--- src/rtl/rf_pkg.sv ---
// Shared register-file write types and widths for the writeback arbiter slice.
package rf_pkg;

   localparam int unsigned REG_ADDR_W = 5;
   localparam int unsigned XLEN       = 32;
   localparam int unsigned NUM_REGS   = 32;

   typedef struct packed {
      logic                  we;
      logic [REG_ADDR_W-1:0] addr;
      logic [XLEN-1:0]       data;
   } rf_wr_t;

   // Long-unit result as held in the FIFO (always a write, so no enable bit).
   typedef struct packed {
      logic [REG_ADDR_W-1:0] addr;
      logic [XLEN-1:0]       data;
   } rf_ent_t;

endpackage

--- src/rtl/rf_wb_fifo.sv ---
// Circular FIFO of long-unit results; pointers carry one extra wrap bit so
// full and empty are distinguished without a separate counter.
module rf_wb_fifo
   import rf_pkg::*;
#(
   parameter int unsigned DEPTH = 2
) (
   input  logic                   clk,
   input  logic                   rst,
   input  logic                   push,
   input  rf_ent_t                push_ent,
   input  logic                   pop,
   output rf_ent_t                head,
   output logic [$clog2(DEPTH):0] level,
   output logic                   full,
   output logic                   empty
);

   localparam int unsigned IDX_W = $clog2(DEPTH);
   localparam int unsigned PTR_W = IDX_W + 1;

   logic [PTR_W-1:0] wr_ptr_q, wr_ptr_d;
   logic [PTR_W-1:0] rd_ptr_q, rd_ptr_d;
   rf_ent_t          mem_q [DEPTH];
   rf_ent_t          mem_d [DEPTH];

   assign level = wr_ptr_q - rd_ptr_q;
   assign full  = (level == PTR_W'(DEPTH));
   assign empty = (level == '0);
   assign head  = mem_q[rd_ptr_q[IDX_W-1:0]];

   always_comb begin
      wr_ptr_d = wr_ptr_q + PTR_W'(push);
      rd_ptr_d = rd_ptr_q + PTR_W'(pop);
      mem_d    = mem_q;
      if (push) begin
         mem_d[wr_ptr_q[IDX_W-1:0]] = push_ent;
      end
   end

   always_ff @(posedge clk) begin
      if (rst) begin
         wr_ptr_q <= '0;
         rd_ptr_q <= '0;
      end else begin
         wr_ptr_q <= wr_ptr_d;
         rd_ptr_q <= rd_ptr_d;
      end
   end

   // Storage needs no reset: reset empties the FIFO through the pointers.
   always_ff @(posedge clk) begin
      mem_q <= mem_d;
   end

endmodule

--- src/rtl/rf_write_arbiter.sv ---
// Arbitrates the single register-file write port between pipeline writeback and
// buffered long-unit results, and tracks outstanding long writes per register.
module rf_write_arbiter
   import rf_pkg::*;
#(
   parameter int unsigned DEPTH    = 2,
   parameter int unsigned MAX_WAIT = 4
) (
   input  logic                   clk,
   input  logic                   rst,
   input  logic                   pipe_we,
   input  logic [REG_ADDR_W-1:0]  pipe_addr,
   input  logic [XLEN-1:0]        pipe_data,
   output logic                   stall_pipe,
   input  logic                   lu_issue,
   input  logic [REG_ADDR_W-1:0]  lu_issue_addr,
   input  logic                   lu_valid,
   output logic                   lu_ready,
   input  logic [REG_ADDR_W-1:0]  lu_addr,
   input  logic [XLEN-1:0]        lu_data,
   output logic                   rf_we,
   output logic [REG_ADDR_W-1:0]  rf_addr,
   output logic [XLEN-1:0]        rf_data,
   output logic [NUM_REGS-1:0]    busy_mask,
   output logic [$clog2(DEPTH):0] fifo_level,
   output logic                   err_multi
);

   localparam int unsigned CNT_W = $clog2(MAX_WAIT) + 1;

   logic                  fifo_full, fifo_empty;
   logic                  push_c, pop_c;
   rf_ent_t               head, push_ent;
   rf_wr_t                gnt_c;

   logic                  stall_pipe_q, stall_pipe_d;
   logic [CNT_W-1:0]      starve_q, starve_d;
   logic                  rf_we_q, rf_we_d;
   logic [REG_ADDR_W-1:0] rf_addr_q, rf_addr_d;
   logic [XLEN-1:0]       rf_data_q, rf_data_d;
   logic [NUM_REGS-1:0]   busy_q, busy_d;
   logic                  err_q, err_d;

   assign lu_ready = !fifo_full;
   assign push_c   = lu_valid && !fifo_full;
   assign push_ent = '{addr: lu_addr, data: lu_data};

   rf_wb_fifo #(.DEPTH(DEPTH)) u_fifo (
      .clk      (clk),
      .rst      (rst),
      .push     (push_c),
      .push_ent (push_ent),
      .pop      (pop_c),
      .head     (head),
      .level    (fifo_level),
      .full     (fifo_full),
      .empty    (fifo_empty)
   );

   // Grant selection: a starvation stall forces the FIFO head, else pipeline first.
   always_comb begin
      gnt_c = '0;
      pop_c = 1'b0;
      if (stall_pipe_q && !fifo_empty) begin
         pop_c = 1'b1;
         gnt_c = '{we: 1'b1, addr: head.addr, data: head.data};
      end else if (pipe_we && !stall_pipe_q) begin
         gnt_c = '{we: 1'b1, addr: pipe_addr, data: pipe_data};
      end else if (!fifo_empty) begin
         pop_c = 1'b1;
         gnt_c = '{we: 1'b1, addr: head.addr, data: head.data};
      end
   end

   always_comb begin
      // r0 is hardwired zero: the grant is consumed but nothing reaches the RF.
      rf_we_d   = gnt_c.we && (gnt_c.addr != '0);
      rf_addr_d = rf_we_d ? gnt_c.addr : rf_addr_q;
      rf_data_d = rf_we_d ? gnt_c.data : rf_data_q;

      stall_pipe_d = 1'b0;
      starve_d     = starve_q;
      if (fifo_empty || pop_c) begin
         starve_d = '0;
      end else if (starve_q == CNT_W'(MAX_WAIT - 1)) begin
         starve_d     = '0;
         stall_pipe_d = 1'b1;
      end else begin
         starve_d = starve_q + CNT_W'(1);
      end

      // Set after clear so a same-cycle reissue keeps the register busy.
      busy_d = busy_q;
      if (pop_c) begin
         busy_d[head.addr] = 1'b0;
      end
      if (lu_issue && (lu_issue_addr != '0)) begin
         busy_d[lu_issue_addr] = 1'b1;
      end
      err_d = err_q || (lu_issue && busy_q[lu_issue_addr]);
   end

   always_ff @(posedge clk) begin
      if (rst) begin
         stall_pipe_q <= 1'b0;
         starve_q     <= '0;
         rf_we_q      <= 1'b0;
         rf_addr_q    <= '0;
         rf_data_q    <= '0;
         busy_q       <= '0;
         err_q        <= 1'b0;
      end else begin
         stall_pipe_q <= stall_pipe_d;
         starve_q     <= starve_d;
         rf_we_q      <= rf_we_d;
         rf_addr_q    <= rf_addr_d;
         rf_data_q    <= rf_data_d;
         busy_q       <= busy_d;
         err_q        <= err_d;
      end
   end

   assign stall_pipe = stall_pipe_q;
   assign rf_we      = rf_we_q;
   assign rf_addr    = rf_addr_q;
   assign rf_data    = rf_data_q;
   assign busy_mask  = busy_q;
   assign err_multi  = err_q;

endmodule

--- config.mk ---
export PLATFORM = sky130hd
export DESIGN_NAME = rf_write_arbiter
export DESIGN_NICKNAME = d
export VERILOG_FILES = /design/src/rtl/rf_pkg.sv /design/src/rtl/rf_wb_fifo.sv /design/src/rtl/rf_write_arbiter.sv
export SDC_FILE = /design/constraint.sdc
export NUM_CORES = 1
export LEC_CHECK = 0
export ABC_CLOCK_PERIOD_IN_PS = 3100
export CAP_MARGIN = 20
export CELL_PAD_IN_SITES_DETAIL_PLACEMENT = 2
export CELL_PAD_IN_SITES_GLOBAL_PLACEMENT = 2
export CORE_UTILIZATION = 32
export CTS_CLUSTER_SIZE = 10
export DETAILED_ROUTE_END_ITERATION = 8
export PLACE_DENSITY_LB_ADDON = 0.1
export SLEW_MARGIN = 5
export SYNTH_ARGS = -nofsm -noshare
export SYNTH_HDL_FRONTEND = slang
export SYNTH_HIERARCHICAL = 1
export SYNTH_SLANG_ARGS = --single-unit
--- constraint.sdc ---
create_clock -name clk -period 3.1 [get_ports clk]
set_clock_uncertainty 0.1 [all_clocks]
set_input_delay 0.62 -clock clk [delete_from_list [all_inputs] [get_ports clk]]
set_output_delay 0.62 -clock clk [all_outputs]
set_load 0.1 [all_outputs]
==> Flow_metrics.wiki <==
{| class="wikitable"
! Metric !! Value
|-
| Final weighted congestion of routability-driven global placement || 0.790
|-
| Reg clk slew, reported paths || 0.06 ns
|-
| Kind of end point of the critical path || register
|-
| Fraction of synthesized cell area in xor and xnor cells || 0.504%
|-
| Critical-path maximum fanout || 33
|-
| Synthesized-area fraction occupied by and/or/nand/nor cells || 14.5%
|-
| Worst IR drop on VDD || 417 uV
|-
| Maximum clock path buffer count || 2
|-
| Final count of pins violating max slew || 0
|-
| Number of warnings printed during yosys synthesis || 6
|-
| Detailed Place HPWL || 15.0 mm
|-
| Detailed Routing Iterations Pass 1 || 4
|-
| Total clock sinks || 153
|-
| Path type of the worst setup path || register to register
|-
| Cells along the critical path || inv_1 > ha_1 > and2_2 > nor2b_1 > mux2i_1 > nand4_1 > or2_2 > nor2b_1
|-
| Area used by multi-input combinational logic || 2840 sq um
|-
| Row count || 53
|-
| Total number of nets in the final design || 842
|-
| Sum of buffers and inverters on the critical path || 1
|-
| Count of unique library cells instantiated by Yosys || 43
|-
| Tcrit/Tclk final || 90.6%
|-
| Sequential cell area || 3800 sq um
|-
| Main combinational cell family by area after synthesis || simple AND/OR/NAND/NOR gates
|-
| Count of instances resized after the clock tree is built || 0
|-
| Synth Area per Inst || 11.5 sq um
|-
| Ports placed on the boundary || 159
|-
| Final setup TNS || 0 ns
|-
| Clock tree from TritonCTS || built
|-
| Final hold violation count || 0
|-
| Number of H-tree levels || 4
|-
| Post-CTS Hold Fix Bufs || 0
|-
| Headroom to the max-slew limit || 27.2%
|-
| Area fraction in compound gates after synthesis || 13.9%
|-
| Max_cap viols || 0
|-
| Fraction of layout instances using a drive strength above 1 || 26.4%
|-
| Final setup vio count || 0
|-
| #FFs+latches synth || 153
|-
| Leakage power || 3.29 nW
|-
| Post-synthesis instance total || 604
|-
| Vias in the first global route || 5825
|-
| First-pass GRT wire length || 32.7 mm
|-
| Most common flop cell mapped by yosys || sky130_fd_sc_hd__dfxtp_1
|-
| Post-route ant nets || 0
|-
| Final antenna diode count || 0
|-
| Cell family with the largest share of critical-path delay || simple AND/OR/NAND/NOR gates
|-
| Type of the tightest min-delay check || register to register
|-
| Detailed-route wire length || 21.3 mm
|-
| EDFF count, synth || 74
|-
| Outcome || completed
|-
| Most used standard cells in the synthesized netlist || sky130_fd_sc_hd__dfxtp_1 (79), sky130_fd_sc_hd__edfxtp_1 (74), sky130_fd_sc_hd__a21oi_1 (68)
|-
| Worst EP arrival || 2.98 ns
|-
| Overall via count from detail_route || 5285
|-
| Setup repair after global routing missed its margin || no
|-
| Required time of the worst setup path || 3.28 ns
|-
| Main area contributors after synthesis || sky130_fd_sc_hd__edfxtp_1 (32%), sky130_fd_sc_hd__dfxtp_1 (23%), sky130_fd_sc_hd__mux2_4 (6.5%)
|-
| Measured slew at the worst slew-check pin || 1.09 ns
|-
| Max Clock Freq || 356 MHz
|-
| Type of element launching the critical path || register
|-
| Final routed wire length divided by cell count || 20.5 um
|-
| Port Buffers || 158
|-
| Post-layout util || 43.1%
|-
| Cell with the biggest individual delay on the critical path || sky130_fd_sc_hd__or2_2
|-
| Drt drc || 0
|-
| Leading cell type by number of instances after synthesis || sky130_fd_sc_hd__dfxtp_1
|-
| Area growth from synthesis to layout || 31.4%
|-
| DRT iter0 DRCs || 141
|-
| Largest net degree at the start of global routing || 78
|-
| Nets in the synthesized netlist || 694
|-
| Clock network latency to the later pin of the worst-skew pair || 0.42 ns
|-
| Post-CTS Repair Setup Buffers || 0
|-
| Via/cell ratio || 5.08
|-
| Antenna violations before repair || 0
|-
| Fraction of synthesized cell area taken by the top area cell type || 32.0%
|-
| Largest stage delay on the critical path || 0.70 ns
|-
| Register area share after synthesis || 54.7%
|-
| Width of the chip || 149 um
|-
| Final min period || 2.81 ns
|-
| Number of clock buffers inserted by TritonCTS || 17
|-
| Die Area || 22300 sq um
|-
| Initial cell density of the core || 32.8%
|-
| Critical Path Most Common Cell || sky130_fd_sc_hd__nor2b_1
|-
| Core area || 21200 sq um
|-
| Proportion of synthesized area in mux cells || 10.5%
|-
| Combined global-route utilization of all metal layers || 19.7%
|-
| Global-route congestion overflow total || 0
|-
| Clock root buffer master || sky130_fd_sc_hd__clkbuf_16
|-
| Area share of fa/ha/maj cells after synthesis || 1.08%
|-
| Chip height || 149 um
|-
| Power per standard cell area || 864 nW/um^2
|-
| Fraction of synthesis flops using an asynchronous set or reset pin || 0%
|-
| Post-synthesis cell area || 6950 sq um
|-
| Most area-hungry cell type in the Yosys netlist || sky130_fd_sc_hd__edfxtp_1
|-
| Filler Cells Inserted || 2162
|}
-- worst register-to-register path, cell delays in order (launching register included) --
cell	delay, ns
sky130_fd_sc_hd__dfxtp_1	0.34
sky130_fd_sc_hd__inv_1	0.07
sky130_fd_sc_hd__ha_1	0.29
sky130_fd_sc_hd__and2_2	0.38
sky130_fd_sc_hd__nor2b_1	0.11
sky130_fd_sc_hd__mux2i_1	0.22
sky130_fd_sc_hd__nand4_1	0.15
sky130_fd_sc_hd__or2_2	0.70
sky130_fd_sc_hd__nor2b_1	0.31
-- report_power, final --
group	switching (mW)	total [mW]	internal (mW)	leakage (nW)
logic	2.34	3.37	1.03	1.69
clock network	0.876	1.92	1.04	0.264
registers	0.155	2.60	2.45	1.34
total	3.37	7.89	4.52	3.29
-- stage by stage --
stage	std cells	total power, mW	instance area [sq um]	hold WS [ns]	setup slack [ns]
finish	1040	7.89	9130	0.348	0.292
global route	1040	8.24	9130	0.365	0.0471
CTS	1040	8.01	9130	0.360	0.198
detailed placement	1008	6.06	8590	0.342	0.0780
global placement	1008	5.97	8590	0.308	0.204
floorplan	604	5.26	6950	0.299	0.0105
-- path summary, 6_finish.rpt --
path                 startpoint     endpoint  slack (ns)  depth (start not counted)
max          u_fifo/wr_ptr_q[0]        rf_we        0.29                          8
min                 starve_q[0]  starve_q[0]        0.35                          1
max reg2reg  u_fifo/wr_ptr_q[0]        rf_we        0.29                          8
min reg2reg         starve_q[0]  starve_q[0]        0.35                          1
-- metal layers --
metal | share of wire [%] | GRT usage, % | vias up
met2 | 52 | 34.9 | 115
li1 | - | - | 2509
met1 | 42 | 22.9 | 2642
met3 | 5.0 | 4.92 | 19
met5 | 0 | 0 | -
met4 | 1.3 | 6.58 | 0
-- sequential cells by signal, indices dropped and copies added, names as in the netlist --
name             cells
busy_mask           32
err_multi            1
rf_addr              5
rf_data             32
rf_we                1
stall_pipe           1
starve_q             3
u_fifo/mem_q        74
u_fifo/rd_ptr_q      2
u_fifo/wr_ptr_q      2
-- logic make-up (layout without fill, tap and decap cells) --
group                    after synthesis  count (layout)
multiplexers                          57              57
AND/OR/NAND/NOR                      183             183
XOR/XNOR                               4               4
flip-flops                           153             153
buffers and inverters                 59             220
adder cells (fa/ha/maj)                6               6
AO/OA/AOI/OAI                        142             142
-- cell type report --
class	instances	share of cell area, %
flip-flops and latches	153	41.7
multi-input cells	392	31.1
repair buffers	177	17.1
clock buffers	18	4.70
well taps	275	3.77
clock inverters	14	1.22
inverters	11	0.452
-- placed cells by master, fill, tap and decap left out, types with 2 or more instances in the layout --
cell and instances:
sky130_fd_sc_hd__nand2b_1 9, sky130_fd_sc_hd__ha_2 2, sky130_fd_sc_hd__clkbuf_16 17, sky130_fd_sc_hd__buf_4 93, sky130_fd_sc_hd__inv_6 5, sky130_fd_sc_hd__mux2i_1 20, sky130_fd_sc_hd__xnor2_1 4, sky130_fd_sc_hd__clkdlybuf4s50_1 82
sky130_fd_sc_hd__clkinv_2 3, sky130_fd_sc_hd__clkinv_4 3, sky130_fd_sc_hd__nor2b_1 11, sky130_fd_sc_hd__or4_1 2, sky130_fd_sc_hd__nand3b_1 5, sky130_fd_sc_hd__a211oi_2 30, sky130_fd_sc_hd__a211oi_1 2, sky130_fd_sc_hd__clkinvlp_4 2
sky130_fd_sc_hd__nor4_1 4, sky130_fd_sc_hd__or3_1 6, sky130_fd_sc_hd__mux2_4 30, sky130_fd_sc_hd__o21ai_0 34, sky130_fd_sc_hd__dfxtp_1 78, sky130_fd_sc_hd__edfxtp_1 74, sky130_fd_sc_hd__inv_1 11, sky130_fd_sc_hd__a21oi_1 68
sky130_fd_sc_hd__nand3_1 5, sky130_fd_sc_hd__and2_1 2, sky130_fd_sc_hd__nor3_1 37, sky130_fd_sc_hd__ha_1 4, sky130_fd_sc_hd__mux2_2 7, sky130_fd_sc_hd__nor3b_1 35, sky130_fd_sc_hd__nand2_1 36, sky130_fd_sc_hd__nor2_1 24
sky130_fd_sc_hd__buf_12 2
(Power assumes the default switching activity.)
